### src/rtl/func_type1_stream.sv
// Streaming type-1 / repetition special-node decoder: accumulates per-group LLR sums over
// one or more input beats, makes hard decisions, then replays the decision pattern per beat.
module func_type1_stream #(
    parameter int LLR_W     = 6,
    parameter int LANES     = 8,
    parameter int GROUPS    = 2,
    parameter int MAX_BEATS = 8
) (
    input  logic                   clk,
    input  logic                   rst,
    input  logic                   in_valid,
    output logic                   in_ready,
    input  logic                   in_first,
    input  logic                   in_last,
    input  logic                   mode,
    input  logic [LANES*LLR_W-1:0] llr_in,
    output logic                   out_valid,
    input  logic                   out_ready,
    output logic [LANES-1:0]       out_bits,
    output logic                   out_last,
    output logic [GROUPS-1:0]      dec_bits
);

    localparam int ACC_W = LLR_W + $clog2(LANES * MAX_BEATS);
    localparam int CNT_W = $clog2(MAX_BEATS + 1);
    localparam int LPG   = LANES / GROUPS;

    typedef enum logic [1:0] {
        S_ACC = 2'd0,
        S_DEC = 2'd1,
        S_OUT = 2'd2
    } state_t;

    state_t state_reg, state_next;

    logic signed [ACC_W-1:0] acc_reg [GROUPS];
    logic [CNT_W-1:0]        cnt_reg;
    logic [CNT_W-1:0]        out_cnt_reg;
    logic                    mode_reg;
    logic [GROUPS-1:0]       dec_bits_reg;
    logic                    out_valid_reg;
    logic                    out_last_reg;
    logic [LANES-1:0]        out_bits_reg;

    logic signed [LLR_W-1:0] lane [LANES];
    logic signed [ACC_W-1:0] beat_sum [GROUPS];
    logic signed [ACC_W-1:0] total;
    logic [GROUPS-1:0]       dec_next;
    logic [LANES-1:0]        pattern;
    logic [CNT_W-1:0]        cnt_step;
    logic                    start_node;
    logic                    in_fire;
    logic                    out_fire;

    genvar gi;

    // Lane 0 occupies the most significant slot of the input word.
    generate
        for (gi = 0; gi < LANES; gi++) begin : g_lane
            assign lane[gi] = llr_in[(LANES-gi)*LLR_W-1 -: LLR_W];
        end
    endgenerate

    generate
        for (gi = 0; gi < GROUPS; gi++) begin : g_grp
            logic signed [ACC_W-1:0] gsum;
            always_comb begin
                gsum = '0;
                for (int j = 0; j < LPG; j++) begin
                    gsum = gsum + {{(ACC_W-LLR_W){lane[j*GROUPS+gi][LLR_W-1]}}, lane[j*GROUPS+gi]};
                end
            end
            assign beat_sum[gi] = gsum;
        end
    endgenerate

    // Output lane k repeats the decision of its interleave group.
    generate
        for (gi = 0; gi < LANES; gi++) begin : g_pat
            assign pattern[LANES-1-gi] = dec_bits_reg[GROUPS-1-(gi % GROUPS)];
        end
    endgenerate

    always_comb begin
        total = '0;
        for (int g = 0; g < GROUPS; g++) begin
            total = total + acc_reg[g];
        end
        dec_next = '0;
        for (int g = 0; g < GROUPS; g++) begin
            dec_next[GROUPS-1-g] = mode_reg ? acc_reg[g][ACC_W-1] : total[ACC_W-1];
        end
    end

    // A cleared beat count marks the start of a fresh node.
    assign start_node = in_first || (cnt_reg == '0);
    assign cnt_step   = start_node ? CNT_W'(1) : cnt_reg + CNT_W'(1);
    assign in_fire    = in_valid && in_ready;
    assign out_fire   = out_valid_reg && out_ready;

    always_ff @(posedge clk or posedge rst) begin
        if (rst) begin
            state_reg <= S_ACC;
        end else begin
            state_reg <= state_next;
        end
    end

    always_comb begin
        state_next = state_reg;
        in_ready   = 1'b0;
        case (state_reg)
            S_ACC: begin
                in_ready = 1'b1;
                if (in_valid && (in_last || cnt_step == CNT_W'(MAX_BEATS))) begin
                    state_next = S_DEC;
                end
            end
            S_DEC: begin
                state_next = S_OUT;
            end
            S_OUT: begin
                if (out_fire && out_last_reg) begin
                    state_next = S_ACC;
                end
            end
            default: begin
                state_next = S_ACC;
            end
        endcase
    end

    always_ff @(posedge clk or posedge rst) begin
        if (rst) begin
            for (int g = 0; g < GROUPS; g++) begin
                acc_reg[g] <= '0;
            end
            cnt_reg       <= '0;
            out_cnt_reg   <= '0;
            mode_reg      <= 1'b0;
            dec_bits_reg  <= '0;
            out_valid_reg <= 1'b0;
            out_last_reg  <= 1'b0;
            out_bits_reg  <= '0;
        end else begin
            case (state_reg)
                S_ACC: begin
                    if (in_fire) begin
                        for (int g = 0; g < GROUPS; g++) begin
                            acc_reg[g] <= start_node ? beat_sum[g] : acc_reg[g] + beat_sum[g];
                        end
                        cnt_reg <= cnt_step;
                        if (start_node) begin
                            mode_reg <= mode;
                        end
                    end
                end
                S_DEC: begin
                    dec_bits_reg <= dec_next;
                    out_cnt_reg  <= cnt_reg;
                end
                S_OUT: begin
                    // First S_OUT cycle loads the output registers; afterwards they only
                    // move on a handshake, so they hold under backpressure.
                    if (!out_valid_reg) begin
                        out_valid_reg <= 1'b1;
                        out_bits_reg  <= pattern;
                        out_last_reg  <= (out_cnt_reg == CNT_W'(1));
                    end else if (out_ready) begin
                        if (out_last_reg) begin
                            out_valid_reg <= 1'b0;
                            out_last_reg  <= 1'b0;
                            cnt_reg       <= '0;
                            for (int g = 0; g < GROUPS; g++) begin
                                acc_reg[g] <= '0;
                            end
                        end else begin
                            out_cnt_reg  <= out_cnt_reg - CNT_W'(1);
                            out_last_reg <= (out_cnt_reg == CNT_W'(2));
                        end
                    end
                end
                default: begin
                end
            endcase
        end
    end

    assign out_valid = out_valid_reg;
    assign out_bits  = out_bits_reg;
    assign out_last  = out_last_reg;
    assign dec_bits  = dec_bits_reg;

endmodule
### config.mk
export PLATFORM = sky130hd
export DESIGN_NAME = func_type1_stream
export DESIGN_NICKNAME = d
export VERILOG_FILES = /design/src/rtl/func_type1_stream.sv
export SDC_FILE = /design/constraint.sdc
export NUM_CORES = 1
export LEC_CHECK = 0
export ABC_AREA = 0
export BUFFER_PORTS_ARGS = -buffer_cell sky130_fd_sc_hd__buf_4
export CAP_MARGIN = 20
export CORE_AREA = 2 2 125 127
export DETAILED_ROUTE_END_ITERATION = 10
export DIE_AREA = 0 0 127 129
export HOLD_SLACK_MARGIN = 0.06
export PLACE_DENSITY = 0.54
export SLEW_MARGIN = 10
export SYNTH_ARGS = -nofsm -noshare
export SYNTH_HDL_FRONTEND = slang
export SYNTH_SLANG_ARGS = --single-unit
### constraint.sdc
create_clock -name clk -period 4.3 [get_ports clk]
set_input_delay 1.29 -clock clk [delete_from_list [all_inputs] [get_ports clk]]
set_output_delay 1.29 -clock clk [all_outputs]
set_load 0.01 [all_outputs]
Word level (Yosys, flattened, before mapping)
Cells that the tools add are included.
- flip-flop bits (word level): 47
- input port bits: 55
- output and inout port bits: 13
- logic and storage cells: 80
- $add $sub $neg: 11
- equal/unequal tests: 13
- muxes and demuxes: 29
- bitwise gates (word level): 1
- reductions and logical operators: 16
- operator list (kind ; number):
    24-bit 2-to-1 mux ; 4
    24-bit one-hot mux with 2 select lines ; 1
    4-bit 2-to-1 mux ; 8
    12-bit by 9-bit adder with 12-bit output ; 2
    12-bit 2-to-1 mux ; 2
    8-bit by 6-bit adder with 9-bit output ; 2
    7-bit by 6-bit adder with 8-bit output ; 2
    2-bit inequality test (second input constant) ; 8
    4-bit one-hot mux with 2 select lines ; 2
    6-bit by 6-bit adder with 7-bit output ; 2
    12-bit adder ; 1
    1-bit 2-to-1 mux ; 9
    2-bit one-hot mux with 3 select lines ; 1
    2-bit AND reduction ; 3
    5-bit AND reduction ; 1
    4-bit by 1-bit adder with 4-bit output (second input constant) ; 1
    4-bit by 1-bit equality test with 1-bit output (second input constant) ; 1
    4-bit by 2-bit equality test with 1-bit output (second input constant) ; 1
    4-bit equality test (second input constant) ; 1
    1-bit logical AND ; 4
    4-bit logical NOT ; 1
    2-bit 2-to-1 mux ; 2
    4-bit AND reduction ; 1
    2-bit nonzero test ; 2
    other kinds (7) ; 8

Longest topological paths before layout
Gate-level depths: netlist of the first run.
- depth after elaboration: 8
- mapped depth: 20
- depth with buffers taken out: 20

Least setup slack after synthesis of the first run
No wires, ideal clock.
- path type: input port to flip-flop
- from: input port llr_in[7]
- to: register acc_reg[23] (netlist name)
- library setup time: 0.124 ns
- data arrival time: 5.016 ns
- data required time: 4.176 ns
- slack: -0.840 ns
- cell stages on the path: 20
- buffers on the path: 0
- cells stage by stage: inv_1 -> fa_1 -> fa_1 -> inv_1 -> ha_1 -> fa_1 -> nand2_1 -> nand2_1 -> a21oi_1 -> o21bai_1 -> a21oi_1 -> xnor2_1 -> ha_1 -> o211ai_1 -> nor2_1 -> o21ai_0 -> or2_2 -> a221oi_1 -> a311o_1 -> a211o_1
- word-level cells in the longest chain between the ends: 5
- ends and longest elaborated chain (element ; line ; source):
    start, declared ; 16 ; input logic [LANES*LLR_W-1:0] llr_in,
    8-bit by 6-bit adder with 9-bit output * ; 70 ; gsum = gsum + {{(ACC_W-LLR_W){lane[j*GROUPS+gi][LLR_W-1]}}, lane[j*GROUPS+gi]};
    12-bit by 9-bit adder with 12-bit output ; 150 ; acc_reg[g] <= start_node ? beat_sum[g] : acc_reg[g] + beat_sum[g];
    12-bit 2-to-1 mux * ; 150 ;
    24-bit 2-to-1 mux * ; 148 ; if (in_fire) begin
    24-bit one-hot mux with 2 select lines * ; 146 ; case (state_reg)
    end signal, assigned by index ; 150 ;
    end, declared ; 36 ; logic signed [ACC_W-1:0] acc_reg [GROUPS];
Mark *: on every way between the ends. The rest lies on a longest branch, timed or not. The select of a mux whose other input is x is not followed.
A chain may end at the register's enable or synchronous reset.

Worst setup path after layout of the first run
- from: input port llr_in[19]
- to: register acc_reg[23] (netlist name)
- word-level cells in the longest chain between the ends: 6
- ends and longest elaborated chain (element ; line):
    7-bit by 6-bit adder with 8-bit output * ; 70
    8-bit by 6-bit adder with 9-bit output * ; 70
    12-bit by 9-bit adder with 12-bit output ; 150
    12-bit 2-to-1 mux * ; 150
    24-bit 2-to-1 mux * ; 148
    24-bit one-hot mux with 2 select lines * ; 146
Marked as above.

==> results of run 1 <==
## worst register-to-register path, cell delays in order (launching register included)
cell                       delay, ns
sky130_fd_sc_hd__dfrtp_1        0.42
sky130_fd_sc_hd__ha_1           0.31
sky130_fd_sc_hd__a21o_1         0.19
sky130_fd_sc_hd__a31o_1         0.25
sky130_fd_sc_hd__a211oi_2       0.28
sky130_fd_sc_hd__or2_4          0.17
sky130_fd_sc_hd__a221oi_1       0.07
sky130_fd_sc_hd__a311o_1        0.33
sky130_fd_sc_hd__a211o_1        0.24
## worst paths after layout
check / from / to / slack, ns
worst max-delay path: llr_in[19] / acc_reg[23] / -0.56
worst min-delay path: acc_reg[14] / acc_reg[14] / 0.52
worst max register to register: acc_reg[13] / acc_reg[23] / 1.93
worst min register to register: acc_reg[14] / acc_reg[14] / 0.52
max in group asynchronous: rst / acc_reg[14] / 2.79
min in group asynchronous: rst / out_cnt_reg[2] / 1.15
## cells in the mapped netlist, types with 2 or more instances
cell type	number
sky130_fd_sc_hd__inv_1	75
sky130_fd_sc_hd__ha_1	56
sky130_fd_sc_hd__a21oi_1	44
sky130_fd_sc_hd__dfrtp_1	41
sky130_fd_sc_hd__nor2_1	41
sky130_fd_sc_hd__nand2_1	40
sky130_fd_sc_hd__o21ai_0	40
sky130_fd_sc_hd__fa_1	28
sky130_fd_sc_hd__xor2_1	16
sky130_fd_sc_hd__xnor2_1	13
sky130_fd_sc_hd__nor2b_1	9
sky130_fd_sc_hd__nor3_1	9
sky130_fd_sc_hd__a21o_1	7
sky130_fd_sc_hd__buf_4	6
sky130_fd_sc_hd__nand3_1	6
sky130_fd_sc_hd__o21bai_1	6
sky130_fd_sc_hd__a31oi_1	5
sky130_fd_sc_hd__clkbuf_1	5
sky130_fd_sc_hd__mux2i_1	5
sky130_fd_sc_hd__nand2b_1	5
sky130_fd_sc_hd__and2_1	4
sky130_fd_sc_hd__buf_2	4
sky130_fd_sc_hd__mux2_2	4
sky130_fd_sc_hd__o211ai_1	4
sky130_fd_sc_hd__o21a_1	4
sky130_fd_sc_hd__a22o_1	3
sky130_fd_sc_hd__a22oi_1	3
sky130_fd_sc_hd__and3_1	3
sky130_fd_sc_hd__nand4_1	3
sky130_fd_sc_hd__nor4_1	3
sky130_fd_sc_hd__or3_1	3
sky130_fd_sc_hd__a211o_1	2
sky130_fd_sc_hd__a221oi_1	2
sky130_fd_sc_hd__a311o_1	2
sky130_fd_sc_hd__nor3b_1	2
sky130_fd_sc_hd__o31ai_1	2
## final cells by class
type / count / area (sq um) / area share, %
Multi-Input combinational cell: 389 / 3440 / 55.1
Timing Repair Buffer: 138 / 1080 / 17.3
Clock buffer: 7 / 153 / 2.45
Tap cell: 188 / 235 / 3.77
Clock inverter: 1 / 5.00 / 0.0803
Inverter: 75 / 299 / 4.80
Sequential cell: 41 / 1030 / 16.5
## cells by family (layout without fill, tap and decap cells)
kind of cell / count (synthesis) / in the layout
AOI/OAI and AO/OA: 134 / 134
xor gates and xnor gates: 29 / 29
adders and majority gates: 84 / 84
buffers and inverters: 90 / 221
DFF: 41 / 41
muxes: 9 / 9
and+or+nand+nor: 133 / 133
## report_power, final
part | total (mW) | internal (mW) | switching, mW
registers | 0.767 | 0.561 | 0.206
logic | 3.96 | 2.06 | 1.91
clock network | 0.402 | 0.246 | 0.156
total | 5.13 | 2.86 | 2.27
## what timing repair did
action | 4_1_cts | 5_1_grt
setup buffers | 11 | 4
endpoints found under the setup margin | 14 | 15
gates resized for setup | 41 | 40
hold buffers | 0 | 0
pin swaps | 56 | 43
## routing by layer
layer,GRT usage (%),wire (um),vias up
li1,-,-,2023
met1,15.7,4660,1942
met2,25.9,5800,72
met3,2.04,299,13
met4,3.49,102,0
met5,0,0,-
## per-stage QoR
stage / hold slack, ns / setup WS, ns / instance area (sq um) / total power, mW
4_1_cts: 0.528 / -0.589 / 6020 / 4.79
6_report: 0.523 / -0.560 / 6240 / 5.13
3_3_place_gp: 0.509 / -0.827 / 5610 / 3.90
2_1_floorplan: 0.477 / -0.600 / 4510 / 2.91
5_1_grt: 0.560 / -0.713 / 6240 / 5.60
3_5_place_dp: 0.515 / -0.892 / 5610 / 4.00
==> reports/qor.log, run 1 <==
[setup_path] Buf/Inv on CP 4
[setup_path] cell-by-cell listing of the critical path buf_6, inv_2, fa_1, fa_1, inv_2, ha_4, fa_2, buf_6, xor2_2, ha_1, a21o_1, a31o_1, a211oi_2, or2_4, a221oi_1, a311o_1, a211o_1
[timing] Tcrit/Tclk final 113%
[timing] Setup WS post-layout -0.560 ns
[yosys] leading register cell type out of synthesis sky130_fd_sc_hd__dfrtp_1
[timing] Setup Viol. Count Final 12
[run_status] result of the run complete, but fails checks
[run_status] violated checks setup timing
[drt] DR pass1 iterations 6
[die] die area 16400 sq um
[drt] via-per-instance ratio 4.83
[die] Placement Rows 45
[cells_and_area] commonest non-fill, non-tap cell in the layout sky130_fd_sc_hd__buf_4
[setup_path] CP required 4.47 ns
[die] Core Area 15000 sq um
[yosys] post-synthesis simple-gate area fraction 14.0%
[setup_path] type of the worst setup path in -> reg
[yosys] Yosys reg bits 41
[timing] Period minus WS final 4.86 ns
[yosys] dominant combinational cell family by area after synthesis adder cells
[yosys] post-synthesis mux area share 2.14%
[cells_and_area] most used cells in the layout excluding fill and tap cells 127 x sky130_fd_sc_hd__buf_4, 67 x sky130_fd_sc_hd__inv_1, 45 x sky130_fd_sc_hd__ha_1
[power_and_ir_drop] leakage 3.05 nW
[drt] initial DRC count 114
[cells_and_area] final design utilization 41.6%
[yosys] cell area after synthesis 4440 sq um
[drt] DRC violations left 0
[yosys] parity-gate share of the synthesized area counting xor and xnor cells 5.72%
[timing] accumulated negative setup slack -3.37 ns
[timing] Worst Max-Slew Pin Slew 0.755 ns
[cells_and_area] growth of design area from synthesis to finish 40.5%
[yosys] Syn Inst Count 520
[drt] remaining antenna violation count after routing 0
[setup_path] worst reg2reg path depth 8
[setup_path] critical path depth 17
[clock_tree] clock latency reported for the late side of the worst-skew pair 0.29 ns
[timing] final-report max-slew violation count 0
[clock_tree] Clock Tree Root sky130_fd_sc_hd__clkbuf_16
[placed_design] final RePlAce weighted congestion 0.836
[timing] Slew Limit Headroom 49.7%
[die] vertical die dimension 129 um
[yosys] Compound-Gate Fraction of Synth Area 18.3%
[placed_design] Placed Cells incl. Taps 819
[yosys] top post-synthesis cells by area sky130_fd_sc_hd__dfrtp_1 23%, sky130_fd_sc_hd__ha_1 16%, sky130_fd_sc_hd__fa_1 13%, sky130_fd_sc_hd__inv_1 6.3%, sky130_fd_sc_hd__a21oi_1 5.0%
[clock_tree] H-tree depth reported by CTS 2
[yosys] Syn. warnings 0
[cells_and_area] Post-layout nets 789
[timing] maximum clock skew at final layout 0.00538 ns
[yosys] number of flops mapped to enable cells by yosys 0
[die] starting density of the core 29.6%
[clock_tree] CTS clock-pin slew for the worst setup and hold paths 0.06 ns
[clock_tree] buffers from clock root to sink, at most 2
[yosys] distinct cell type count of the synthesized netlist 51
[run] max-capacitance violation count 0
[yosys] share of the synthesized area in the top cell type 23.1%
[global_routing] number of global-route vias before repair 4129
[drt] drt total wl 10.9 mm
[hold_path] Worst Hold Path Cells 2
[yosys] post-synthesis share of cell area spent on full adders, half adders and majority gates 28.4%
[drt] detailed-route wire length per cell 13.0 um
[die] horizontal die dimension 127 um
[placed_design] half-perimeter wire length after placement 8.23 mm
[yosys] total nets after synthesis 659
[cells_and_area] fraction of layout instances using a drive strength above 1 33.9%
[global_routing] pin count of the biggest net entering global routing 42
[setup_path] CP Launch Type primary input
[timing] maximum achievable frequency 206 MHz
[timing] count of final hold-check violations 0
[global_routing] global route total overflow 0
[yosys] sequential area share after synthesis 23.1%
[yosys] Synth area leader sky130_fd_sc_hd__dfrtp_1
[drt] via count 4050
[clock_tree] CTS Sinks 41
[yosys] share of flip-flops with an asynchronous set or reset after synthesis 100%
[yosys] Avg Inst Size Synth 8.53 sq um
[timing] unrepaired setup endpoints after global routing yes
[cells_and_area] count of placed standard cells in the final layout, fillers left out 839
[clock_tree] number of buffers created by CTS 5
[hold_path] worst min-delay path category reg -> reg
[global_routing] first-pass GRT wire length 18.3 mm
[setup_path] crit-path leading delay family adder cells
[global_routing] number of antenna violations at the first check in global routing 0
[setup_path] cell type of the slowest stage on the worst timing path sky130_fd_sc_hd__fa_1
[setup_path] data arrival time of the critical path 5.03 ns
[setup_path] nature of the critical path endpoint register
[cells_and_area] max FFs per register 24
[setup_path] Critical Path Max Stage Delay 0.51 ns
[power_and_ir_drop] worst vdd ir 0.303 mV
[cells_and_area] Inserted Diodes 0
[die] I/O pin total 68
[global_routing] combined global-route utilization of all metal layers 13.5%
[cells_and_area] total of fill cells in the finished design 1499
[placed_design] count of input and output buffers 67
[setup_path] maximum fanout along the worst path 2
[clock_tree] TritonCTS clock tree built
[power_and_ir_drop] areal power density over the cells 823 nW/um^2
No activity file was read; power rests on OpenSTA's default activity.
==> inputs of run 2 (changes only) <==
--- a/config.mk
+++ b/config.mk
@@ -9,6 +9,7 @@
 export BUFFER_PORTS_ARGS = -buffer_cell sky130_fd_sc_hd__buf_4
 export CAP_MARGIN = 20
 export CORE_AREA = 2 2 125 127
+export CTS_BUF_LIST = sky130_fd_sc_hd__clkbuf_8
 export DETAILED_ROUTE_END_ITERATION = 10
 export DIE_AREA = 0 0 127 129
 export HOLD_SLACK_MARGIN = 0.06
==> run 2 against run 1 <==
Against the previous run:
- setup slack gained 0.019 ns
- first-iteration DRC count grew 25%
- critical path type unchanged
- total power shrank 1.9%
- global-route usage is essentially flat
- flip-flop and latch count is the same
- largest power group unchanged
- the run still ends with setup timing left
- final area shrank 0.78%
- clock skew grew 0.0033 ns
- routed wire length is essentially flat
- sequential share of layout area grew 0.13 points
==> reports/qor.log, run 2 (synthesis results as in run 1) <==
[run_status] result of the run complete, but fails checks
[run_status] violated checks setup timing
[cells_and_area] total of fill cells in the finished design 1509
[cells_and_area] most used cells in the layout excluding fill and tap cells 127 x sky130_fd_sc_hd__buf_4, 67 x sky130_fd_sc_hd__inv_1, 45 x sky130_fd_sc_hd__ha_1
[drt] remaining antenna violation count after routing 0
[setup_path] cell-by-cell listing of the critical path buf_6, inv_2, fa_1, fa_1, inv_2, ha_4, fa_2, buf_6, xor2_2, ha_1, a21o_1, a31o_1, a211oi_2, or2_4, a221oi_1, a311o_1, a211o_1
[cells_and_area] count of placed standard cells in the final layout, fillers left out 839
[global_routing] global route total overflow 0
[clock_tree] CTS clock-pin slew for the worst setup and hold paths 0.08 ns
[clock_tree] clock latency reported for the late side of the worst-skew pair 0.31 ns
[timing] Setup WS post-layout -0.541 ns
[placed_design] count of input and output buffers 67
[placed_design] final RePlAce weighted congestion 0.836
[timing] Slew Limit Headroom 49.3%
[die] horizontal die dimension 127 um
[setup_path] cell type of the slowest stage on the worst timing path sky130_fd_sc_hd__fa_1
[power_and_ir_drop] leakage 3.03 nW
[drt] via-per-instance ratio 4.83
[setup_path] Critical path origin llr_in[19]
[setup_path] reg-to-reg startpoint acc_reg[13]
[cells_and_area] final design utilization 41.3%
[timing] Tcrit/Tclk final 113%
[placed_design] half-perimeter wire length after placement 8.23 mm
[clock_tree] Clock Tree Root sky130_fd_sc_hd__clkbuf_8
[setup_path] flop2flop setup slack 1.92 ns
[clock_tree] H-tree depth reported by CTS 2
[setup_path] nature of the critical path endpoint register
[clock_tree] buffers from clock root to sink, at most 2
[drt] DRC violations left 0
[cells_and_area] growth of design area from synthesis to finish 39.4%
[timing] Setup Viol. Count Final 12
[die] starting density of the core 29.6%
[cells_and_area] Inserted Diodes 0
[setup_path] maximum fanout along the worst path 2
[power_and_ir_drop] overall power of the completed layout 5.03 mW
[timing] count of final hold-check violations 0
[power_and_ir_drop] worst vdd ir 0.304 mV
[setup_path] type of the worst setup path in -> reg
[cells_and_area] commonest non-fill, non-tap cell in the layout sky130_fd_sc_hd__buf_4
[die] Core Area 15000 sq um
[global_routing] number of antenna violations at the first check in global routing 0
[timing] final-report max-slew violation count 0
[global_routing] combined global-route utilization of all metal layers 13.5%
[cells_and_area] max FFs per register 24
[placed_design] Placed Area 5610 sq um
[placed_design] Placed Cells incl. Taps 819
[setup_path] data arrival time of the critical path 5.03 ns
[cells_and_area] area occupied by registers 1030 sq um
[power_and_ir_drop] areal power density over the cells 814 nW/um^2
[clock_tree] CTS Sinks 41
[drt] drt total wl 10.9 mm
[clock_tree] Hold Buf Count CTS 0
[setup_path] CP required 4.49 ns
[global_routing] number of global-route vias before repair 4122
[cells_and_area] fraction of layout instances using a drive strength above 1 34.1%
[drt] via count 4055
[global_routing] first-pass GRT wire length 18.3 mm
[cells_and_area] Post-layout nets 789
[run] max-capacitance violation count 0
[timing] Worst Max-Slew Pin Slew 0.760 ns
[die] Placement Rows 45
[timing] accumulated negative setup slack -3.17 ns
[timing] maximum achievable frequency 207 MHz
[timing] worst slack on hold paths 0.526 ns
[die] die area 16400 sq um
[timing] Period minus WS final 4.84 ns
[clock_tree] number of buffers created by CTS 5
[hold_path] startpoint of the worst hold path acc_reg[12]
[die] I/O pin total 68
[drt] initial DRC count 143
[drt] DR pass1 iterations 6
[cells_and_area] area taken by multi-input logic gates 3440 sq um
[timing] unrepaired setup endpoints after global routing yes
[drt] detailed-route wire length per cell 12.9 um
[setup_path] CP Launch Type primary input
[cells_and_area] post-route cell area 6190 sq um
[hold_path] worst min-delay path category reg -> reg
[setup_path] Critical Path Max Stage Delay 0.51 ns
[timing] maximum clock skew at final layout 0.00863 ns
[die] vertical die dimension 129 um
[placed_design] dpl ws -0.892 ns
[global_routing] pin count of the biggest net entering global routing 42
[clock_tree] TritonCTS clock tree built
-- run 2: worst max-delay path, delay by kind of cell --
family	cells	cell delay, ns
AOI/OAI and AO/OA	6	1.33
xor gates and xnor gates	1	0.14
adders and majority gates	5	1.83
buffers and inverters	4	0.28
and+or+nand+nor	1	0.17
-- run 2: final cells by class --
class	count	share of cell area [%]
timing repair buffer	138	17.5
clock buffer	7	1.56
tap	188	3.80
inverter	75	4.83
multi-input combinational	389	55.7
sequential	41	16.6
clock inverter	1	0.0809
-- run 2: power by group --
group / internal (mW) / switching (mW)
Sequential: 0.560 / 0.206
Clock: 0.145 / 0.143
Combinational: 2.06 / 1.92
Total: 2.77 / 2.27
-- run 2: final timing paths --
check / to / cells after the start
worst max-delay path: acc_reg[23] / 17
worst min-delay path: acc_reg[12] / 2
worst max register to register: acc_reg[23] / 8
worst min register to register: acc_reg[12] / 2
max in group asynchronous: acc_reg[18] / 3
min in group asynchronous: out_cnt_reg[2] / 3
-- run 2: what timing repair did --
action | in CTS | in global routing
setup endpoints to repair | 13 | 15
setup buffers | 11 | 4
pin swaps | 56 | 43
gates resized for setup | 40 | 42
-- run 2: per-layer routing --
layer | vias up | track usage, % | share of wire [%]
li1 | 2012 | - | -
met1 | 1953 | 15.9 | 43
met2 | 75 | 25.9 | 54
met3 | 15 | 2.04 | 2.8
met4 | 0 | 3.10 | 0.80
met5 | - | 0 | 0
